`src/rtl/imem_loader_pkg.sv`:
```
// imem_loader_pkg: shared definitions for the instruction memory loader.
//   HDR_BYTES      - bytes of frame header (the word count)
//   BYTES_PER_WORD - host bytes packed into one instruction word
//   state_t        - loader FSM state encoding
// Optional build macro: IMEM_LOADER_CHECKSUM_EN adds the ST_CSUM state.
package imem_loader_pkg;

    localparam int HDR_BYTES      = 1;
    localparam int BYTES_PER_WORD = 2;

    typedef enum logic [2:0] {
        ST_IDLE    = 3'd0,
        ST_HDR     = 3'd1,
        ST_BYTE_HI = 3'd2,
        ST_BYTE_LO = 3'd3,
        ST_WRITE   = 3'd4,
        ST_DONE    = 3'd5
`ifdef IMEM_LOADER_CHECKSUM_EN
        , ST_CSUM  = 3'd6
`endif
    } state_t;

endpackage

```
`src/rtl/imem_loader_byte_packer.sv`:
```
// imem_loader_byte_packer: assembles two host bytes into one big-endian
// instruction word.
// Ports:
//   clock, reset      - system clock, synchronous active-high reset
//   load_hi, load_lo  - capture byte_in into the high / low half
//   byte_in           - host byte
//   word              - {high byte, low byte}
module imem_loader_byte_packer
    import imem_loader_pkg::*;
(
    input  logic                          clock,
    input  logic                          reset,
    input  logic                          load_hi,
    input  logic                          load_lo,
    input  logic [7:0]                    byte_in,
    output logic [8*BYTES_PER_WORD-1:0]   word
);

    logic [7:0] hi_q;
    logic [7:0] lo_q;

    always_ff @(posedge clock) begin
        if (reset) begin
            hi_q <= '0;
            lo_q <= '0;
        end else begin
            if (load_hi) hi_q <= byte_in;
            if (load_lo) lo_q <= byte_in;
        end
    end

    assign word = {hi_q, lo_q};

endmodule

```
`src/rtl/imem_loader.sv`:
```
// imem_loader: fills instruction memory from a framed host byte stream and
// holds the CPU stalled until a load has completed.
// Frame: header byte N (0 means 2^ADDR_W words), then N big-endian word pairs.
// Ports:
//   clock, reset              - system clock, synchronous active-high reset
//   load_req                  - start a load (honoured only when idle)
//   in_valid, in_data, in_ready - host byte handshake
//   mem_we, mem_address, mem_write_data - instruction memory write port
//   cpu_hold                  - high keeps the CPU stalled
//   busy                      - load in progress
//   load_done                 - one-cycle pulse at end of a load
//   words_loaded              - words written in current / last load
//   load_error (optional)     - checksum mismatch on the last load
// Optional build macro: IMEM_LOADER_CHECKSUM_EN adds a trailing checksum byte
// (XOR of header and data bytes) and the load_error port.
//
// state      | meaning
// -----------+------------------------------------------------
// ST_IDLE    | waiting for load_req, host stalled
// ST_HDR     | accepting the word-count header byte
// ST_BYTE_HI | accepting the high byte of a word
// ST_BYTE_LO | accepting the low byte of a word
// ST_WRITE   | one-cycle memory write of the assembled word
// ST_CSUM    | accepting the checksum byte (checksum build only)
// ST_DONE    | one-cycle load_done pulse, CPU hold released
module imem_loader
    import imem_loader_pkg::*;
#(
    parameter int                ADDR_W    = 8,
    parameter int                DATA_W    = 8 * BYTES_PER_WORD,
    parameter logic [ADDR_W-1:0] BASE_ADDR = '0
) (
    input  logic              clock,
    input  logic              reset,
    input  logic              load_req,
    input  logic              in_valid,
    input  logic [7:0]        in_data,
    output logic              in_ready,
    output logic              mem_we,
    output logic [ADDR_W-1:0] mem_address,
    output logic [DATA_W-1:0] mem_write_data,
    output logic              cpu_hold,
    output logic              busy,
    output logic              load_done,
    output logic [ADDR_W:0]   words_loaded
`ifdef IMEM_LOADER_CHECKSUM_EN
    , output logic            load_error
`endif
);

    localparam int CNT_W = ADDR_W + 1;

    state_t                 state;
    logic [ADDR_W-1:0]      addr;
    logic [CNT_W-1:0]       target;
    logic [CNT_W-1:0]       words_next;
    logic [8*HDR_BYTES-1:0] hdr_byte;
    logic                   byte_take;
    logic                   load_hi;
    logic                   load_lo;
`ifdef IMEM_LOADER_CHECKSUM_EN
    logic [7:0]             csum;
`endif

    assign byte_take   = in_valid && in_ready;
    assign load_hi     = byte_take && (state == ST_BYTE_HI);
    assign load_lo     = byte_take && (state == ST_BYTE_LO);
    assign hdr_byte    = in_data;
    assign words_next  = words_loaded + CNT_W'(1);
    assign mem_address = addr;

    imem_loader_byte_packer u_packer (
        .clock   (clock),
        .reset   (reset),
        .load_hi (load_hi),
        .load_lo (load_lo),
        .byte_in (in_data),
        .word    (mem_write_data)
    );

    // in_ready and busy are registered alongside every state change so they
    // always match the state being entered.
    always_ff @(posedge clock) begin
        if (reset) begin
            state        <= ST_IDLE;
            addr         <= BASE_ADDR;
            target       <= '0;
            words_loaded <= '0;
            in_ready     <= 1'b0;
            mem_we       <= 1'b0;
            cpu_hold     <= 1'b1;
            busy         <= 1'b0;
            load_done    <= 1'b0;
`ifdef IMEM_LOADER_CHECKSUM_EN
            csum         <= '0;
            load_error   <= 1'b0;
`endif
        end else begin
            mem_we    <= 1'b0;
            load_done <= 1'b0;
            case (state)
                ST_IDLE: begin
                    if (load_req) begin
                        state        <= ST_HDR;
                        in_ready     <= 1'b1;
                        busy         <= 1'b1;
                        cpu_hold     <= 1'b1;
                        words_loaded <= '0;
                        addr         <= BASE_ADDR;
`ifdef IMEM_LOADER_CHECKSUM_EN
                        load_error   <= 1'b0;
`endif
                    end
                end
                ST_HDR: begin
                    if (byte_take) begin
                        // A zero header means a full memory image.
                        target <= (hdr_byte == '0) ? (CNT_W'(1) << ADDR_W)
                                                   : CNT_W'(hdr_byte);
`ifdef IMEM_LOADER_CHECKSUM_EN
                        csum   <= in_data;
`endif
                        state  <= ST_BYTE_HI;
                    end
                end
                ST_BYTE_HI: begin
                    if (byte_take) begin
`ifdef IMEM_LOADER_CHECKSUM_EN
                        csum  <= csum ^ in_data;
`endif
                        state <= ST_BYTE_LO;
                    end
                end
                ST_BYTE_LO: begin
                    if (byte_take) begin
`ifdef IMEM_LOADER_CHECKSUM_EN
                        csum     <= csum ^ in_data;
`endif
                        state    <= ST_WRITE;
                        in_ready <= 1'b0;
                        mem_we   <= 1'b1;
                    end
                end
                ST_WRITE: begin
                    addr         <= addr + 1'b1;
                    words_loaded <= words_next;
                    if (words_next == target) begin
`ifdef IMEM_LOADER_CHECKSUM_EN
                        state     <= ST_CSUM;
                        in_ready  <= 1'b1;
`else
                        state     <= ST_DONE;
                        load_done <= 1'b1;
`endif
                    end else begin
                        state    <= ST_BYTE_HI;
                        in_ready <= 1'b1;
                    end
                end
`ifdef IMEM_LOADER_CHECKSUM_EN
                ST_CSUM: begin
                    if (byte_take) begin
                        load_error <= (in_data != csum);
                        state      <= ST_DONE;
                        in_ready   <= 1'b0;
                        load_done  <= 1'b1;
                    end
                end
`endif
                ST_DONE: begin
                    state <= ST_IDLE;
                    busy  <= 1'b0;
`ifdef IMEM_LOADER_CHECKSUM_EN
                    // A bad image keeps the CPU stalled.
                    cpu_hold <= load_error;
`else
                    cpu_hold <= 1'b0;
`endif
                end
                default: begin
                    state    <= ST_IDLE;
                    in_ready <= 1'b0;
                    busy     <= 1'b0;
                    cpu_hold <= 1'b1;
                end
            endcase
        end
    end

endmodule

```
`config.mk`:
```
export PLATFORM = sky130hd
export DESIGN_NAME = imem_loader
export DESIGN_NICKNAME = d
export VERILOG_FILES = /design/src/rtl/imem_loader_pkg.sv /design/src/rtl/imem_loader_byte_packer.sv /design/src/rtl/imem_loader.sv
export SDC_FILE = /design/constraint.sdc
export NUM_CORES = 1
export LEC_CHECK = 0
export CAP_MARGIN = 20
export CORE_MARGIN = 5
export CORE_UTILIZATION = 54
export CTS_CLUSTER_DIAMETER = 200
export DETAILED_ROUTE_END_ITERATION = 8
export GPL_ROUTABILITY_DRIVEN = 0
export GPL_TIMING_DRIVEN = 0
export HOLD_SLACK_MARGIN = 0.05
export PLACE_DENSITY = 0.93
export SLEW_MARGIN = 20
export SYNTH_ARGS = -nofsm -noshare
export SYNTH_HDL_FRONTEND = slang
export SYNTH_SLANG_ARGS = --single-unit
```
`constraint.sdc`:
```
create_clock -name clock -period 5.2 [get_ports clock]
set_input_delay 1.04 -clock clock [delete_from_list [all_inputs] [get_ports clock]]
set_output_delay 1.04 -clock clock [all_outputs]
set_load 0.02 [all_outputs]
```
==> results.md, run 1 <==
- Outcome: completed
- Final nets: around 340
- Critical Path End Type: register
- Hold crit path type: reg -> reg
- Fmax: roughly 0.38 GHz
- Cts hold-fix bufs: 0
- Hold EP: target[8]$_SDFFE_PP0P_
- Async S/R FF share, synth: 0
- Syn Inst Count: about 270
- Count of antenna-violating nets left after detailed routing: 0
- Fin area: 3050 um^2
- Worst hold start: target[8]$_SDFFE_PP0P_
- Pins Over Slew Limit: 0
- Diodes inserted: 0
- Drt pass-1 iters: 4
- Root buffer selected by CTS: clkbuf_8
- LEAKAGE: about 1.2 nW
- Most frequent cells in the layout: dfxtp_1 (50), clkdlybuf4s50_1 (49), nor2_1 (48)
- Gr usage total: 0.195
- Core area: 4320 um^2
- Post-CTS sizing: 0
- CP Launch Type: input pin
- Total of max-cap violations: 0
- VDD IR max: 0.165 mV
- Port bufs: 49
- Sw frac: 0.237
- RSZ-0062 raised after global routing: no
- Synth cell types: 51
- Vias per inst: ~5.8
- Die Y: around 76 um
- CTS tree: built
- Worst flop-to-flop path endpoint: state[0]$_SDFFE_PP0P_
- Most common cell after layout, fill and taps aside: dfxtp_1
- Final core utilization: 0.705
- R2R setup slack: between 2 and 3 ns
- Placed insts: roughly 370
- Initial Utilization: 0.551
- Grt ovf: 0
- Tot Pwr: between 0.7 and 0.8 mW
- R2R cell count: 7
- Setup_tns: 0 ns
- Total number of yosys warnings: 0
- Clk pwr share: 0.360
- Fin. Hold Viols: 0
- Cell Rows: 24
- Worst r2r src: words_loaded[0]$_SDFFE_PP0P_
- Period utilisation layout: 0.510
- Initial antenna violation count: 0
- CTS H-Tree Depth: 2
- First-pass GRT wire length: around 9.6 mm
- Detailed Route WL: slightly below 6 mm
- Flop pwr share: 0.538
- I/O pin cnt: 50
- Layout Cells excl Fill: ~380
- Largest net degree at the start of global routing: 16
- Area delta synth->final: 27.9%
- Relative slew margins: 0.555
- Main flop type after synthesis: dfxtp_1
- Clock Latency Late Sink: around 0.3 ns
- Slew of the pin with the lowest slew margin: around 0.66 ns
- Post-synth EDFFs: 0
- Hold path cells: 2
- Fin crit period: approximately 2.7 ns
- Iter 0 DRT Violations: between 200 and 250
- Routed vias: approximately 2.2k
- CP max FO: 10
- Vias in the first global route: 2193
- Critical path required time: 5.38 ns
- Die area: approximately 5800 um^2
- Worst-path clk slew: about 0.08 ns
- Clock Tree Buf Depth: 2
- Post-synthesis cell area: around 2400 um^2
- Number of setup buffers added after CTS: 0
- TritonCTS Buffers: 5
- Post-synth net total: 287
- Detail-routed net length per standard cell: approximately 15 um
- Sw power: roughly 0.18 mW
- DR DRC count: 0
- Post-DP Area: a little under 3000 um^2
- Syn avg cell area: a little under 9 um^2
- WS Path Type: in -> reg
- Die width: approximately 76 um
- WP data arrival: between 2 and 3 ns
- Clock Skew: approximately 0.0081 ns
- P per Cell Area: ~240 nW/um^2
- Sink Count: 50
- DPL Wire Length: roughly 4.3 mm
- Post-synthesis sequential area ratio: 0.420
- Internal Power: approximately 0.56 mW
- Fraction of layout cells with a size suffix above 1: 0.0818
- Comb power frac: 0.102
- Final setup viols: 0
- Synth Register Bits: 50
worst max-delay path: stages:
cell	delay [ns]
clkdlybuf4s50_1	0.54
nand3_1	0.19
nor3_1	0.19
buf_1	0.51
mux2i_1	0.30
nor2_1	0.05
stage by stage:
stage	hold WS [ns]	setup WS [ns]
after global routing	0.517	2.40
after detailed placement	0.480	2.26
after CTS	0.500	2.58
after global placement	0.474	2.33
after floorplan	0.462	2.91
final	0.497	2.55
routing by layer:
| layer | global-route usage | vias to the layer above | wire [um] |
|---|---|---|---|
| li1 | - | 1084 | - |
| met1 | 0.226 | 1031 | 2380 |
| met2 | 0.348 | 95 | 2850 |
| met3 | 0.0544 | 11 | 500 |
| met4 | 0.0524 | 0 | 80 |
| met5 | 0 | - | 0 |
Yosys cell counts (2+ instances only):
library cell / count / area [um^2]
xnor2_1: 3 / 26.3
nor3_1: 5 / 25.0
a2111o_1: 2 / 22.5
nor2b_1: 3 / 18.8
nor3b_1: 2 / 15.0
nand4_1: 5 / 31.3
xor2_1: 8 / 70.1
nand3_1: 9 / 45.0
nor2_1: 48 / 180
dfxtp_1: 50 / 1000
nand2_1: 10 / 37.5
ha_1: 2 / 25.0
a31oi_1: 2 / 12.5
buf_2: 3 / 15.0
or3_1: 4 / 25.0
clkbuf_1: 9 / 33.8
mux2i_1: 24 / 240
and3_1: 3 / 18.8
o21ai_0: 8 / 40.0
a211oi_1: 2 / 15.0
and2_1: 2 / 12.5
a21oi_1: 21 / 105
nand2b_1: 4 / 25.0
nor4_1: 4 / 25.0
inv_1: 2 / 7.51
o32ai_1: 2 / 17.5
buf_1: 4 / 15.0
a21o_1: 3 / 22.5
mux2_2: 3 / 33.8
nand3b_1: 3 / 22.5
a22oi_1: 2 / 15.0
or2_2: 2 / 12.5
cells by family (layout without fill, tap and decap cells):
logic type               count (synthesis)  in the layout  synth area share
adder cells (fa/ha/maj)                  2              2            0.0105
buffers and inverters                   19             76            0.0346
AO/OA/AOI/OAI                           52             52             0.142
flip-flops                              50             50             0.420
multiplexers                            27             27             0.115
AND/OR/NAND/NOR                        112            112             0.238
XOR/XNOR                                11             11            0.0404
how the worst max path moves through the flow:
stage	from	to
CTS	in_valid	u_packer.lo_q[6]$_SDFFE_PP0P_
finish	in_valid	target[4]$_SDFFE_PP0P_
global placement	load_req	mem_address[2]$_SDFFE_PP0P_
detailed placement	in_valid	target[5]$_SDFFE_PP0P_
floorplan	words_loaded[0]$_SDFFE_PP0P_	state[2]$_SDFFE_PP0P_
global route	load_req	mem_address[2]$_SDFFE_PP0P_
area by class of cell:
type / instances / area [um^2]
buffer: 17 / 75.1
clock buffer: 5 / 68.8
clock inverter: 3 / 40.0
fill: 334 / 1280
inverter: 2 / 7.51
multi-input combinational: 204 / 1300
sequential: 50 / 1000
tap: 52 / 65.1
timing repair buffer: 49 / 490
flip-flops by register name (all words and copies together) (netlist names), 3 cells and up:
name           flops
words_loaded       9
u_packer.hi_q      8
target             9
u_packer.lo_q      8
mem_address        8
state              3
power groups by stage:
stage / Combinational, mW / Sequential, mW / Clock, mW
2_1_floorplan: 0.0404 / 0.409 / 0
3_3_place_gp: 0.0726 / 0.406 / 0
3_5_place_dp: 0.0751 / 0.406 / 0
4_1_cts: 0.0753 / 0.398 / 0.270
5_1_grt: 0.0825 / 0.399 / 0.286
6_report: 0.0752 / 0.398 / 0.267
Note: power is estimated with default switching activity, not from simulation.
==> inputs of run 2 (changes only) <==
--- a/config.mk
+++ b/config.mk
@@ -7,13 +7,13 @@
 export LEC_CHECK = 0
 export CAP_MARGIN = 20
 export CORE_MARGIN = 5
-export CORE_UTILIZATION = 54
+export CORE_UTILIZATION = 51
 export CTS_CLUSTER_DIAMETER = 200
 export DETAILED_ROUTE_END_ITERATION = 8
 export GPL_ROUTABILITY_DRIVEN = 0
 export GPL_TIMING_DRIVEN = 0
 export HOLD_SLACK_MARGIN = 0.05
-export PLACE_DENSITY = 0.93
+export PLACE_DENSITY = 0.89
 export SLEW_MARGIN = 20
 export SYNTH_ARGS = -nofsm -noshare
 export SYNTH_HDL_FRONTEND = slang
==> constraint.sdc (replaced) <==
create_clock -name clock -period 2.45 [get_ports clock]
set_input_delay 0.49 -clock clock [delete_from_list [all_inputs] [get_ports clock]]
set_output_delay 0.49 -clock clock [all_outputs]
set_load 0.02 [all_outputs]
==> run 2 against run 1 <==
Sequential share of layout area down 0.080 points. First-iteration DRC count down 19%. Non-clock buffer count unchanged. Cell count unchanged. Power up 120%. Hold slack better by 0.011 ns. Clock power up 120%. Flip-flop and latch count unchanged. Clock skew down 0.00088 ns. Die area up 5.1%. Global-route usage up 0.26 points. Largest power group unchanged.
==> results.md, run 2 (same netlist as run 1, synthesis figures left out) <==
- Outcome: completed
- RSZ-0062 raised after global routing: no
- CTS H-Tree Depth: 2
- Setup_tns: 0 ns
- CP max FO: 6
- Top flop regs: target (9), words_loaded (9)
- Initial antenna violation count: 0
- Fin. Hold Viols: 0
- Buffer and inverter count on the worst path: 1
- Vias per inst: around 5.8
- Grt ovf: 0
- Detail-routed net length per standard cell: 15.5 um
- Final setup viols: 0
- Tot Pwr: 1.60 mW
- Clock Tree Buf Depth: 2
- TritonCTS Buffers: 5
- Vias in the first global route: 2113
- Period utilisation layout: 0.972
- P per Cell Area: 524 nW/um^2
- Clock Skew: approximately 0.0072 ns
- Sink Count: 50
- Most frequent cells in the layout: dfxtp_1 (49), clkdlybuf4s50_1 (49), nor2_1 (48)
- Root buffer selected by CTS: clkbuf_8
- CP Launch Type: register
- Port bufs: slightly below 50
- VDD IR max: 0.518 mV
- Die width: 78.4 um
- Area delta synth->final: 28.3%
- Die area: 6140 um^2
- PnR worst setup slack: 0.0680 ns
- Fin crit period: ~2.4 ns
- Hold crit path type: reg -> reg
- Slew of the pin with the lowest slew margin: between 0.6 and 0.7 ns
- Largest net degree at the start of global routing: 17
- Diodes inserted: 0
- Clock Latency Late Sink: 0.31 ns
- CTS tree: built
- WS Path Type: reg -> reg
- Routed vias: 2220
- Layout Cells excl Fill: approximately 380
- DPL Wire Length: 4.35 mm
- Top Family by Delay on Critical Path: simple AND/OR/NAND/NOR gates
- Drt pass-1 iters: 4
- Die Y: 78.4 um
- Detailed Route WL: slightly below 6 mm
- LEAKAGE: roughly 1.2 nW
- Critical path's largest stage delay: around 0.57 ns
- I/O pin cnt: 50
- Number of setup buffers added after CTS: 0
- Total of max-cap violations: 0
- WP data arrival: around 2.6 ns
- Final nets: roughly 340
- Count of antenna-violating nets left after detailed routing: 0
- First-pass GRT wire length: about 9.9 mm
- Cell Rows: 24
- Relative slew margins: 0.559
- Initial Utilization: 0.536
- Pins Over Slew Limit: 0
- Critical Path End Type: register
- Core area: between 4000 and 5000 um^2
- Iter 0 DRT Violations: around 180
- Worst-path clk slew: approximately 0.1 ns
- Placed insts: approximately 370
- Fraction of layout cells with a size suffix above 1: 0.0879
- Fmax: 0.420 GHz
- Pre-CTS setup slack: approximately 0.067 ns
- Crit path cell chain: ha_1 -> and3_1 -> buf_2 -> a21oi_1 -> a2111o_1 -> or4_4 -> o21bai_2
- Gr usage total: 0.198
- Critical path required time: around 2.7 ns
- DR DRC count: 0
- Crit-path slowest cell: or4_4
==> run 2: cell count changes in the layout (fill, tap and decap cells not counted), sizes merged <==
cell and delta:
clkinv -1, inv +1
==> run 2: power breakdown <==
group          switching (mW)  leakage (nW)  internal [mW]
combinational          0.0914         0.715         0.0695
sequential             0.0162         0.405          0.828
clock                   0.290        0.0585          0.306
total                   0.398          1.18           1.20
==> run 2: repair_timing <==
action                     in CTS  in global routing
setup endpoints to repair       0                  4
hold buffers                    0                  0
resized for setup               0                  2
==> run 2: stage by stage <==
stage	hold slack, ns	cell area (um^2)	util
2_1_floorplan	0.462	2380	-
3_3_place_gp	0.474	2940	0.661
3_5_place_dp	0.486	2940	0.661
4_1_cts	0.513	3050	0.687
5_1_grt	0.554	3060	0.688
6_report	0.508	3060	0.688
==> run 2: layout make-up <==
cell class / count / area (um^2)
fill: 363 / 1390
multi-input combinational: 204 / 1310
sequential: 50 / 1000
timing repair buffer: 49 / 490
buffer: 17 / 75.1
clock buffer: 5 / 68.8
tap: 52 / 65.1
clock inverter: 3 / 43.8
inverter: 2 / 7.51
==> run 2: layer usage <==
layer / vias to the layer above / global-route usage / part of all wire
li1: 1086 / - / -
met1: 1043 / 0.234 / 0.42
met2: 82 / 0.352 / 0.49
met3: 9 / 0.0538 / 0.075
met4: 0 / 0.0542 / 0.011
met5: - / 0 / 0
==> run 2: path summary, 6_finish.rpt <==
kind                                  from                       endpoint  slack, ns  depth (start not counted)
max           words_loaded[1]$_SDFFE_PP0P_          state[2]$_SDFFE_PP0P_       0.07                          7
min reg2reg  u_packer.lo_q[2]$_SDFFE_PP0P_  u_packer.lo_q[2]$_SDFFE_PP0P_       0.51                          2
max reg2reg   words_loaded[1]$_SDFFE_PP0P_          state[2]$_SDFFE_PP0P_       0.07                          7
min          u_packer.lo_q[2]$_SDFFE_PP0P_  u_packer.lo_q[2]$_SDFFE_PP0P_       0.51                          2
==> run 2: tightest hold or removal path, delay by kind of cell (launching register included) <==
family           cells  cell delay (ns)
and+or+nand+nor      1             0.07
muxes                1             0.07
DFF                  1             0.34
